==> src/rtl/vedic_mul_seq.sv <==
// ----------------------------------------------------------------------------
// vedic_mul_seq
// Multi-cycle signed/unsigned WIDTH x WIDTH multiplier built from 2x2 Vedic
// cells. Each busy cycle multiplies the latched multiplicand magnitude by one
// 2-bit digit of the multiplier magnitude and accumulates that partial product,
// shifted into place, into a 2*WIDTH accumulator. The sign is applied once at
// the end when the product is loaded into the output register.
// ----------------------------------------------------------------------------

// 2x2 Vedic (Urdhva-Tiryagbhyam) cell: vertical and crosswise products.
module vedic2x2 (
    input  logic [1:0] x,
    input  logic [1:0] y,
    output logic [3:0] z
);
    logic vert_lo;
    logic cross_a;
    logic cross_b;
    logic vert_hi;
    logic cross_carry;

    assign vert_lo     = x[0] & y[0];
    assign cross_a     = x[1] & y[0];
    assign cross_b     = x[0] & y[1];
    assign vert_hi     = x[1] & y[1];
    assign cross_carry = cross_a & cross_b;

    assign z[0] = vert_lo;
    assign z[1] = cross_a ^ cross_b;
    assign z[2] = vert_hi ^ cross_carry;
    assign z[3] = vert_hi & cross_carry;
endmodule

module vedic_mul_seq #(
    parameter int WIDTH = 16
) (
    input  logic                 clk,
    input  logic                 rst_n,
    input  logic                 in_valid,
    output logic                 in_ready,
    input  logic                 op_signed,
    input  logic [WIDTH-1:0]     a,
    input  logic [WIDTH-1:0]     b,
    output logic                 out_valid,
    input  logic                 out_ready,
    output logic [2*WIDTH-1:0]   p,
    output logic                 busy
);
    // Number of 2-bit digits in an operand, and the counter that walks them.
    localparam int DIGITS = WIDTH / 2;
    localparam int CNT_W  = (DIGITS > 1) ? $clog2(DIGITS) : 1;
    localparam int PW     = 2 * WIDTH;
    localparam int PPW    = WIDTH + 2;   // |a| * 3 always fits in WIDTH+2 bits

    localparam logic [CNT_W-1:0] LAST_CNT = CNT_W'(DIGITS - 1);
    localparam logic [CNT_W-1:0] ONE_CNT  = CNT_W'(1);
    localparam logic [WIDTH-1:0] ONE_W    = WIDTH'(1);
    localparam logic [PW-1:0]    ONE_PW   = PW'(1);

    typedef enum logic [1:0] {
        IDLE = 2'd0,
        BUSY = 2'd1,
        DONE = 2'd2
    } state_t;

    state_t               state;
    logic [WIDTH-1:0]     a_mag;
    logic [WIDTH-1:0]     b_mag;
    logic                 neg;
    logic [PW-1:0]        acc;
    logic [CNT_W-1:0]     cnt;

    // Operand magnitudes at the input. -2^(W-1) negates to itself, which read
    // as an unsigned W-bit value is exactly the required magnitude 2^(W-1).
    logic [WIDTH-1:0]     a_abs;
    logic [WIDTH-1:0]     b_abs;
    logic                 neg_in;

    // Magnitude and sign extraction for the operands presented at accept.
    always_comb begin
        a_abs  = a;
        b_abs  = b;
        neg_in = 1'b0;
        if (op_signed) begin
            if (a[WIDTH-1]) begin
                a_abs = (~a) + ONE_W;
            end
            if (b[WIDTH-1]) begin
                b_abs = (~b) + ONE_W;
            end
            neg_in = a[WIDTH-1] ^ b[WIDTH-1];
        end
    end

    // Current multiplier digit and its bit offset within the product.
    logic [CNT_W:0]       shamt;
    logic [1:0]           digit;

    assign shamt = {cnt, 1'b0};
    assign digit = 2'(b_mag >> shamt);

    // One Vedic cell per 2-bit slice of the multiplicand; each cell output is
    // placed at its slice offset before summation.
    logic [3:0]           cell_prod [DIGITS];
    logic [PPW-1:0]       cell_term [DIGITS];

    generate
        for (genvar gi = 0; gi < DIGITS; gi++) begin : g_cell
            vedic2x2 u_cell (
                .x (a_mag[2*gi+1:2*gi]),
                .y (digit),
                .z (cell_prod[gi])
            );
            assign cell_term[gi] = PPW'(cell_prod[gi]) << (2 * gi);
        end
    endgenerate

    // Partial product |a| * digit as the sum of the placed cell outputs.
    logic [PPW-1:0]       pp;

    always_comb begin
        pp = '0;
        for (int k = 0; k < DIGITS; k++) begin
            pp = pp + cell_term[k];
        end
    end

    // Partial product shifted to the digit position and added to the
    // accumulator; the unsigned product never exceeds 2*WIDTH bits.
    logic [PW-1:0]        addend;
    logic [PW-1:0]        acc_next;
    logic [PW-1:0]        acc_neg;

    assign addend   = PW'(pp) << shamt;
    assign acc_next = acc + addend;
    assign acc_neg  = (~acc_next) + ONE_PW;

    // Control FSM with registered handshake outputs and product register.
    always_ff @(posedge clk or negedge rst_n) begin
        if (!rst_n) begin
            state     <= IDLE;
            in_ready  <= 1'b1;
            out_valid <= 1'b0;
            busy      <= 1'b0;
            p         <= '0;
            a_mag     <= '0;
            b_mag     <= '0;
            neg       <= 1'b0;
            acc       <= '0;
            cnt       <= '0;
        end else begin
            case (state)
                IDLE: begin
                    // in_ready is high throughout IDLE, so in_valid alone
                    // marks the accept edge.
                    if (in_valid) begin
                        a_mag    <= a_abs;
                        b_mag    <= b_abs;
                        neg      <= neg_in;
                        acc      <= '0;
                        cnt      <= '0;
                        state    <= BUSY;
                        in_ready <= 1'b0;
                        busy     <= 1'b1;
                    end
                end
                BUSY: begin
                    acc <= acc_next;
                    cnt <= cnt + ONE_CNT;
                    if (cnt == LAST_CNT) begin
                        // Final digit: sign-correct the completed sum into p.
                        p         <= neg ? acc_neg : acc_next;
                        cnt       <= '0;
                        state     <= DONE;
                        busy      <= 1'b0;
                        out_valid <= 1'b1;
                    end
                end
                DONE: begin
                    // Hold p until the consumer takes it; no accept this edge.
                    if (out_ready) begin
                        out_valid <= 1'b0;
                        in_ready  <= 1'b1;
                        state     <= IDLE;
                    end
                end
                default: begin
                    state     <= IDLE;
                    in_ready  <= 1'b1;
                    out_valid <= 1'b0;
                    busy      <= 1'b0;
                    cnt       <= '0;
                end
            endcase
        end
    end
endmodule

==> config.mk <==
export PLATFORM = sky130hd
export DESIGN_NAME = vedic_mul_seq
export DESIGN_NICKNAME = d
export VERILOG_FILES = /design/src/rtl/vedic_mul_seq.sv
export SDC_FILE = /design/constraint.sdc
export NUM_CORES = 1
export LEC_CHECK = 0
export CAP_MARGIN = 20
export CORE_AREA = 2 2 140 142
export DETAILED_ROUTE_END_ITERATION = 6
export DIE_AREA = 0 0 142 144
export PLACE_DENSITY = 0.69
export SETUP_SLACK_MARGIN = 0.02
export SLEW_MARGIN = 0
export SYNTH_ARGS = -nofsm -noshare
export SYNTH_HDL_FRONTEND = slang
export SYNTH_SLANG_ARGS = --single-unit
==> constraint.sdc <==
create_clock -name clk -period 22.3 [get_ports clk]
set_input_delay 2.23 -clock clk [delete_from_list [all_inputs] [get_ports clk]]
set_output_delay 2.23 -clock clk [all_outputs]
set_load 0.02 [all_outputs]
==> metrics, run 1 <==
Die X=142 um; Layout Utilization=55.4%; hold path depth=2; worst rel slew slack=44.2%; max-slew violations=0; register area share after synthesis=28.0%; number of flops mapped to enable cells by yosys=0; min-delay worst type=reg2reg; routability cong.=0.913; Root Driver=clkbuf_16; Worst path most repeated cell=ha_1; first-pass GRT wire length=40500 um; Wirelength per Cell=16.8 um; CTS tree=done; post-synth top area share=between 20% and 30%; H-tree levels=3; reg2reg start=cnt[2]; Syn Inst Count=1164; port buffer count=71; failing checks=design-rule violations; Synth Area in XOR/XNOR=under 10%; total global-route track usage=24.7%; count leader, synth=nand2_1; WP data required=22.56 ns; Final Setup Violations=0; critical path class=reg2reg; Post-CTS Repair Setup Buffers=0; status=finished, violations left; CTS resizes=0; Hold Path End=p[7]; final worst path period need=8.29 ns; Clock Latency Late Sink=around 0.37 ns; RSZ-0062 raised after global routing=false; critical path endpoint category=flop; Yosys cell types=around 90; vias in the first global route=between 7000 and 8000; syn_nets=1269; DR vias=8401; gr ovfl total=0; clock buffer count from CTS=9; mux cell area share after synthesis=3.91%; period utilization=37.2%; fillcell total=1809; setup ws final=14.01 ns; Detail Route Antenna Nets=0; vias per cell=5.83; Fmax achieved=121 MHz; HP Start=p[7]; Die Area=20400 sq um; Area growth syn-to-layout=12.8%; clk sinks=around 110; CTS Hold Bufs=0; post-synth top area cell=dfrtp_1; clock slew at reported path FFs=roughly 0.09 ns; Synth Area in Simple Gates=23.3%; MaxCap Viol Count=0; YS warnings=0; Adder-Cell Fraction of Synth Area=9.24%; Synth Area in Compound Gates=around a quarter; pin count of the biggest net entering global routing=65; mapped cell area=9370 sq um; synth cell count leaders=166 x nand2_1, 133 x o21ai_0, 104 x dfrtp_1, 79 x nor2_1, 69 x a21oi_1; drt first pass iters=7; Max Root-Sink Buffers=2; worst-margin pin slew=around 0.84 ns; Reg2Reg Depth=29; Main synth FF type=dfrtp_1; FP Rows=51; Inserted Diodes=0; antenna violations before repair=0; worst hold margin=between 0.4 and 0.5 ns; share of cells above drive strength 1=~6.7%; Placeable Area=19100 sq um; crit path DAT=8.55 ns; drt total wl=roughly 24000 um; drc violations=3; slowest stage delay, CP=0.89 ns; Post-synth ARST share=100%; CP Launch Type=flop; Die Y=~140 um; synth top area cells=dfrtp_1 28%, ha_1 8.8%, o21ai_0 7.1%; 1st-iter DRT viols=637; post-place setup slack=14.14 ns; largest family of logic cells by synthesized area=compound AO/OA/AOI/OAI gates; #FFs+latches synth=105; Layout Nets=1303; Initial Utilization=between 40% and 50%; worst reg2reg path endpoint=p[31]; CP max FO=30; Avg Inst Size Synth=approximately 8.1 sq um; Critical-path top delay cell=dfrtp_1; endpoints failing hold=0; flop-to-flop setup slack=approximately 14 ns; Worst Skew=~0.011 ns; setup TNS=0 ns; DP HPWL=18500 um; num ports=72
## sequential cells by signal, indices dropped and copies added, names as in the netlist
signal and cells:
cnt 3, neg 1, busy 1, p 32
state 2, out_valid 1, b_mag 16, a_mag 16
acc 32, in_ready 1
## routing by layer
metal	global-route usage, %	vias to the layer above	part of all wire [%]
met1	35.4	3915	49
li1	-	4250	-
met3	3.44	41	4.2
met4	7.84	0	2.3
met5	0	-	0
met2	38.8	195	45
## through the flow
step	std cells	area [sq um]
after floorplan	1164	9370
after global placement	1423	10200
after detailed placement	1423	10200
after CTS	1439	10500
after global routing	1441	10600
final	1441	10600
## placed cells by master (no fill, tap or decap), types with 11 or more instances in the layout
master and count:
clkdlybuf4s50_1 70, o21ai_1 11, and2_1 11, o21ai_0 133
nand2b_1 14, nor2_1 79, nand2_1 165, a21oi_1 69
inv_1 31, nor2b_1 39, a21o_1 21, nand3_1 58
or3_1 12, mux2i_1 13, ha_1 66, xnor2_1 45
nor3_1 15, o211ai_1 11, xor2_1 34, dfrtp_1 104
and3_1 14
## area by class of cell
type                    count  area (sq um)  area share, %
clock buffers               9           225           2.13
multi-input cells         969          6400           60.5
clock inverters             7          98.8          0.935
flip-flops and latches    105          2630           24.9
inverters                  32           120           1.14
repair buffers             81           803           7.60
well taps                 238           298           2.82
## how the worst max path moves through the flow
stage | cells past startpoint | end | slack (ns) | from
4_1_cts | 29 | p[31] | 14.11 | cnt[2]
6_report | 29 | p[31] | 14.01 | cnt[2]
2_1_floorplan | 29 | p[31] | 15.07 | cnt[0]
3_3_place_gp | 30 | p[31] | 14.32 | cnt[2]
5_1_grt | 30 | p[31] | 13.13 | cnt[2]
3_5_place_dp | 29 | p[31] | 14.14 | cnt[2]
## kinds of logic after synthesis
logic type               Yosys count
multiplexers                      28
AO/OA/AOI/OAI                    345
XOR/XNOR                          82
flip-flops                       105
adder cells (fa/ha/maj)           68
AND/OR/NAND/NOR                  446
buffers and inverters             90
## critical path: cells and delay by family (launching register included)
family                     cells  cell delay (ns)
AOI/OAI and AO/OA             11             2.45
xor gates and xnor gates       1             0.49
adders and majority gates      5             1.45
buffers and inverters          3             0.64
DFF                            1             0.89
muxes                          3             0.79
and+or+nand+nor                6             1.40
Power of run 1 is left out: the tool's default activity adds up to more than one toggle a clock period on the data nets, which glitch-free logic cannot reach.
==> inputs of run 2 (changes only) <==
Clock period 22.3 ns to 8.3 ns, I/O delays scaled along.
==> run 2 against run 1 <==
  * The flow now finishes without violations
  * Global-route usage increased by 0.50 points
  * Critical path depth down 1
  * Die area did not move
  * Hold slack got worse by 0.00057 ns
  * Clock skew shrank 0.0016 ns
  * Worst setup slack worse by 13 ns
  * Final cell count up 0.35%
  * First-iteration DRC count down 6.3%
==> metrics, run 2 (synthesis gave the netlist of run 1 again) <==
Die X=142 um; worst path bufs/invs=1; max-slew violations=0; slowest stage delay, CP=between 0.5 and 0.6 ns; Worst path most repeated cell=ha_1; Post-CTS Repair Setup Buffers=0; min-delay worst type=reg2reg; HP Start=p[7]; Finished Layout Cells=1446; endpoints failing hold=0; vias in the first global route=approximately 8000; worst hold margin=0.478 ns; commonest non-fill, non-tap cell in the layout=nand2_1; setup TNS=0 ns; CTS Hold Bufs=0; period utilization=93.3%; critical path endpoint category=flop; Placed Cells=1428; Die Y=144 um; Layout Nets=1308; Reg2Reg Depth=28; CP Launch Type=flop; CTS tree=done; MaxCap Viol Count=0; antenna violations before repair=0; setup ws final=approximately 0.56 ns; worst-margin pin slew=0.829 ns; drt first pass iters=6; DP HPWL=approximately 19000 um; Placeable Area=roughly 19000 sq um; Root Driver=clkbuf_16; Wirelength per Cell=17.1 um; Critical-path top delay cell=mux4_2; routability cong.=0.944; pin count of the biggest net entering global routing=65; worst rel slew slack=44.8%; drt total wl=24700 um; clk sinks=105; share of cells above drive strength 1=under 10%; status=finished clean; Detail Route Antenna Nets=0; most frequent cells in the layout=165 x nand2_1, 133 x o21ai_0, 104 x dfrtp_1; Inserted Diodes=0; Area growth syn-to-layout=13.2%; first-pass GRT wire length=41400 um; hold path depth=2; worst reg2reg path endpoint=p[31]; Hold Path End=p[7]; CP max FO=15; Worst Skew=0.00904 ns; Initial Utilization=roughly 49%; cell family with the largest share of critical-path delay=compound AO/OA/AOI/OAI gates; Fmax achieved=129 MHz; Final Setup Violations=0; post-place setup slack=slightly below 0.5 ns; Clock Latency Late Sink=0.37 ns; vias per cell=5.94; drc violations=0; WP data required=between 8 and 9 ns; Largest regs=acc (32), p (32); 1st-iter DRT viols=597; DR vias=8584; clock slew at reported path FFs=0.08 ns; final worst path period need=7.74 ns; Die Area=20400 sq um; Max Root-Sink Buffers=2; clock buffer count from CTS=9; flop-to-flop setup slack=approximately 0.56 ns; CTS resizes=0; port buffer count=71; critical path class=reg2reg; fillcell total=between 1500 and 2000; num ports=between 70 and 80; FP Rows=51; gr ovfl total=0; RSZ-0062 raised after global routing=false; H-tree levels=3; reg2reg start=cnt[0]; total global-route track usage=25.2%; crit path DAT=7.99 ns
run 2: cell types whose count changed in the layout (fill, tap and decap cells not counted), sizes merged:
cell | before | now
clkinv | 3 | 0
clkinvlp | 0 | 2
buf | 11 | 16
clkbuf | 9 | 11
inv | 36 | 35
run 2: routing by layer:
metal,global-route usage (%),vias up,part of all wire (%)
li1,-,4263,-
met1,36.4,4092,49
met2,41.0,203,46
met3,2.05,26,3.2
met4,6.74,0,1.6
met5,0,-,0
run 2: tightest hold or removal path, cell delays in order (launching register included):
cell	delay (ns)
dfrtp_1	0.35
nand2_1	0.04
o21ai_0	0.06
run 2: worst max-delay path by stage:
stage / endpoint / slack, ns / cells after the start / start
after floorplan: p[31] / 1.07 / 29 / cnt[0]
after global placement: p[31] / 0.72 / 30 / cnt[0]
after detailed placement: p[31] / 0.48 / 28 / cnt[0]
after CTS: p[31] / 0.44 / 28 / cnt[0]
after global routing: p[31] / 0.03 / 28 / cnt[0]
final: p[31] / 0.56 / 28 / cnt[0]
run 2: layout make-up:
type / count / area [sq um] / area share [%]
clock buffers: 11 / 253 / 2.38
clock inverters: 5 / 43.8 / 0.413
inverters: 32 / 120 / 1.13
multi-input cells: 969 / 6420 / 60.5
flip-flops and latches: 105 / 2630 / 24.8
well taps: 238 / 298 / 2.81
repair buffers: 86 / 846 / 7.97
run 2: through the flow:
step	cell area, sq um	util [%]
6_report	10600	55.6
5_1_grt	10600	55.6
4_1_cts	10500	55.3
3_5_place_dp	10300	53.7
3_3_place_gp	10300	53.7
2_1_floorplan	9370	-
Power of run 2 is left out for the same reason.
==> inputs of run 3 (changes only) <==
Settings changed: CAP_MARGIN 20 to 15, GPL_TIMING_DRIVEN set to 0.
==> run 3 against run 2 <==
  * First-iteration DRC count rose by 9.0%
  * Die area is the same
  * Critical path type unchanged
  * Non-clock buffer count up 47
  * Via count rose by 3.7%
  * Sequential share of layout area is 0.57 points lower
  * Flip-flop and latch count did not move
  * Wire length rose by 8.9%
  * Clock skew is 0.0022 ns higher
  * Global-route usage is 1.7 points higher
  * Maximum frequency is 2.0% lower
  * Cell area rose by 2.4%
==> metrics, run 3 (synthesis gave the netlist of run 1 again) <==
Root Driver=clkbuf_16; Initial Utilization=around half; drc violations=0; commonest non-fill, non-tap cell in the layout=nand2_1; drt total wl=between 20000 and 30000 um; Worst path most repeated cell=ha_1; Inserted Diodes=0; WP data required=between 8 and 9 ns; Detail Route Antenna Nets=0; flop-to-flop setup slack=0.40 ns; worst rel slew slack=40.3%; critical path class=reg2reg; min-delay worst type=reg2reg; DR vias=roughly 9000; fillcell total=1837; slowest stage delay, CP=0.57 ns; Die X=142 um; Clock Latency Late Sink=0.37 ns; share of cells above drive strength 1=7.49%; final worst path period need=7.90 ns; area of the multi-input gates=6500 sq um; Placeable Area=19100 sq um; Die Area=20400 sq um; endpoints failing hold=0; pin count of the biggest net entering global routing=55; Critical-path top delay cell=mux4_2; Area growth syn-to-layout=15.8%; Fmax achieved=127 MHz; CTS Hold Bufs=0; antenna violations before repair=0; critical path endpoint category=flop; period utilization=95.2%; drt first pass iters=5; DP HPWL=21000 um; Layout Nets=1355; CP Launch Type=flop; clk sinks=105; num ports=72; Largest regs=acc (32), p (32); worst-margin pin slew=0.895 ns; status=finished clean; Layout Utilization=56.9%; H-tree levels=3; setup TNS=0 ns; vias per cell=5.96; worst hold margin=0.478 ns; Worst Skew=0.0113 ns; Final Setup Violations=0; port buffer count=between 70 and 80; most frequent cells in the layout=166 x nand2_1, 129 x o21ai_0, 104 x dfrtp_1; MaxCap Viol Count=0; 1st-iter DRT viols=651; FP Rows=51; Die Y=144 um; CP max FO=10; first-pass GRT wire length=43700 um; vias in the first global route=8327; Placed Cells=1474; clock buffer count from CTS=9; CTS tree=done; total global-route track usage=27.0%; max-slew violations=0; Finished Layout Cells=~1500; Max Root-Sink Buffers=2; gr ovfl total=0; routability cong.=1.00; clock slew at reported path FFs=roughly 0.08 ns; crit path DAT=between 8 and 9 ns; Wirelength per Cell=18.0 um; Reg area=2630 sq um
[run 3: cell count changes in the layout (fill, tap and decap cells not counted), sizes merged]
cell,before,now
clkinv,0,2
clkbuf,11,58
buf,16,14
bufinv,0,1
clkinvlp,2,1
[run 3: area by class of cell]
type | count | area share [%]
Buffer | 58 | 2.18
Clock buffer | 9 | 2.07
Clock inverter | 7 | 0.795
Inverter | 32 | 1.11
Multi-Input combinational cell | 969 | 59.9
Sequential cell | 105 | 24.2
Tap cell | 238 | 2.74
Timing Repair Buffer | 75 | 6.98
[run 3: worst paths after layout]
check / startpoint / endpoint / cells after the start
setup reg to reg: cnt[0] / p[31] / 31
hold / removal: p[6] / p[6] / 2
hold reg to reg: p[6] / p[6] / 2
setup / recovery: cnt[0] / p[31] / 31
min in group asynchronous: rst_n / a_mag[15] / 1
max in group asynchronous: rst_n / p[15] / 2
[run 3: timing repair]
item / CTS / global route
gates cloned: 0 / 0
pin swaps: 1 / 3
resized for setup: 7 / 20
buffers inserted: 1 / 2
endpoints found under the setup margin: 13 / 17
[run 3: critical path: cells and delay by family, from the launching register on]
family,cells,cell delay (ns)
adder cells (fa/ha/maj),5,1.41
XOR/XNOR,1,0.23
AND/OR/NAND/NOR,8,1.38
buffers and inverters,3,0.51
AO/OA/AOI/OAI,10,2.64
flip-flops,1,0.36
multiplexers,4,1.32
[run 3: stage by stage]
stage	cell area, sq um	worst slack, ns
after CTS	10800	0.0543
after detailed placement	10400	-0.539
after global routing	10900	-0.0422
final	10900	0.399
after global placement	10400	-0.558
after floorplan	9370	1.07
[run 3: per-layer routing]
layer  vias to the layer above  GRT usage (%)  part of all wire, %
li1                       4369              -                    -
met1                      4220           39.6                   48
met2                       270           41.4                   43
met3                        41           4.30                  6.3
met4                         0           7.16                  2.0
met5                         -              0                    0
Power of run 3 is left out for the same reason.
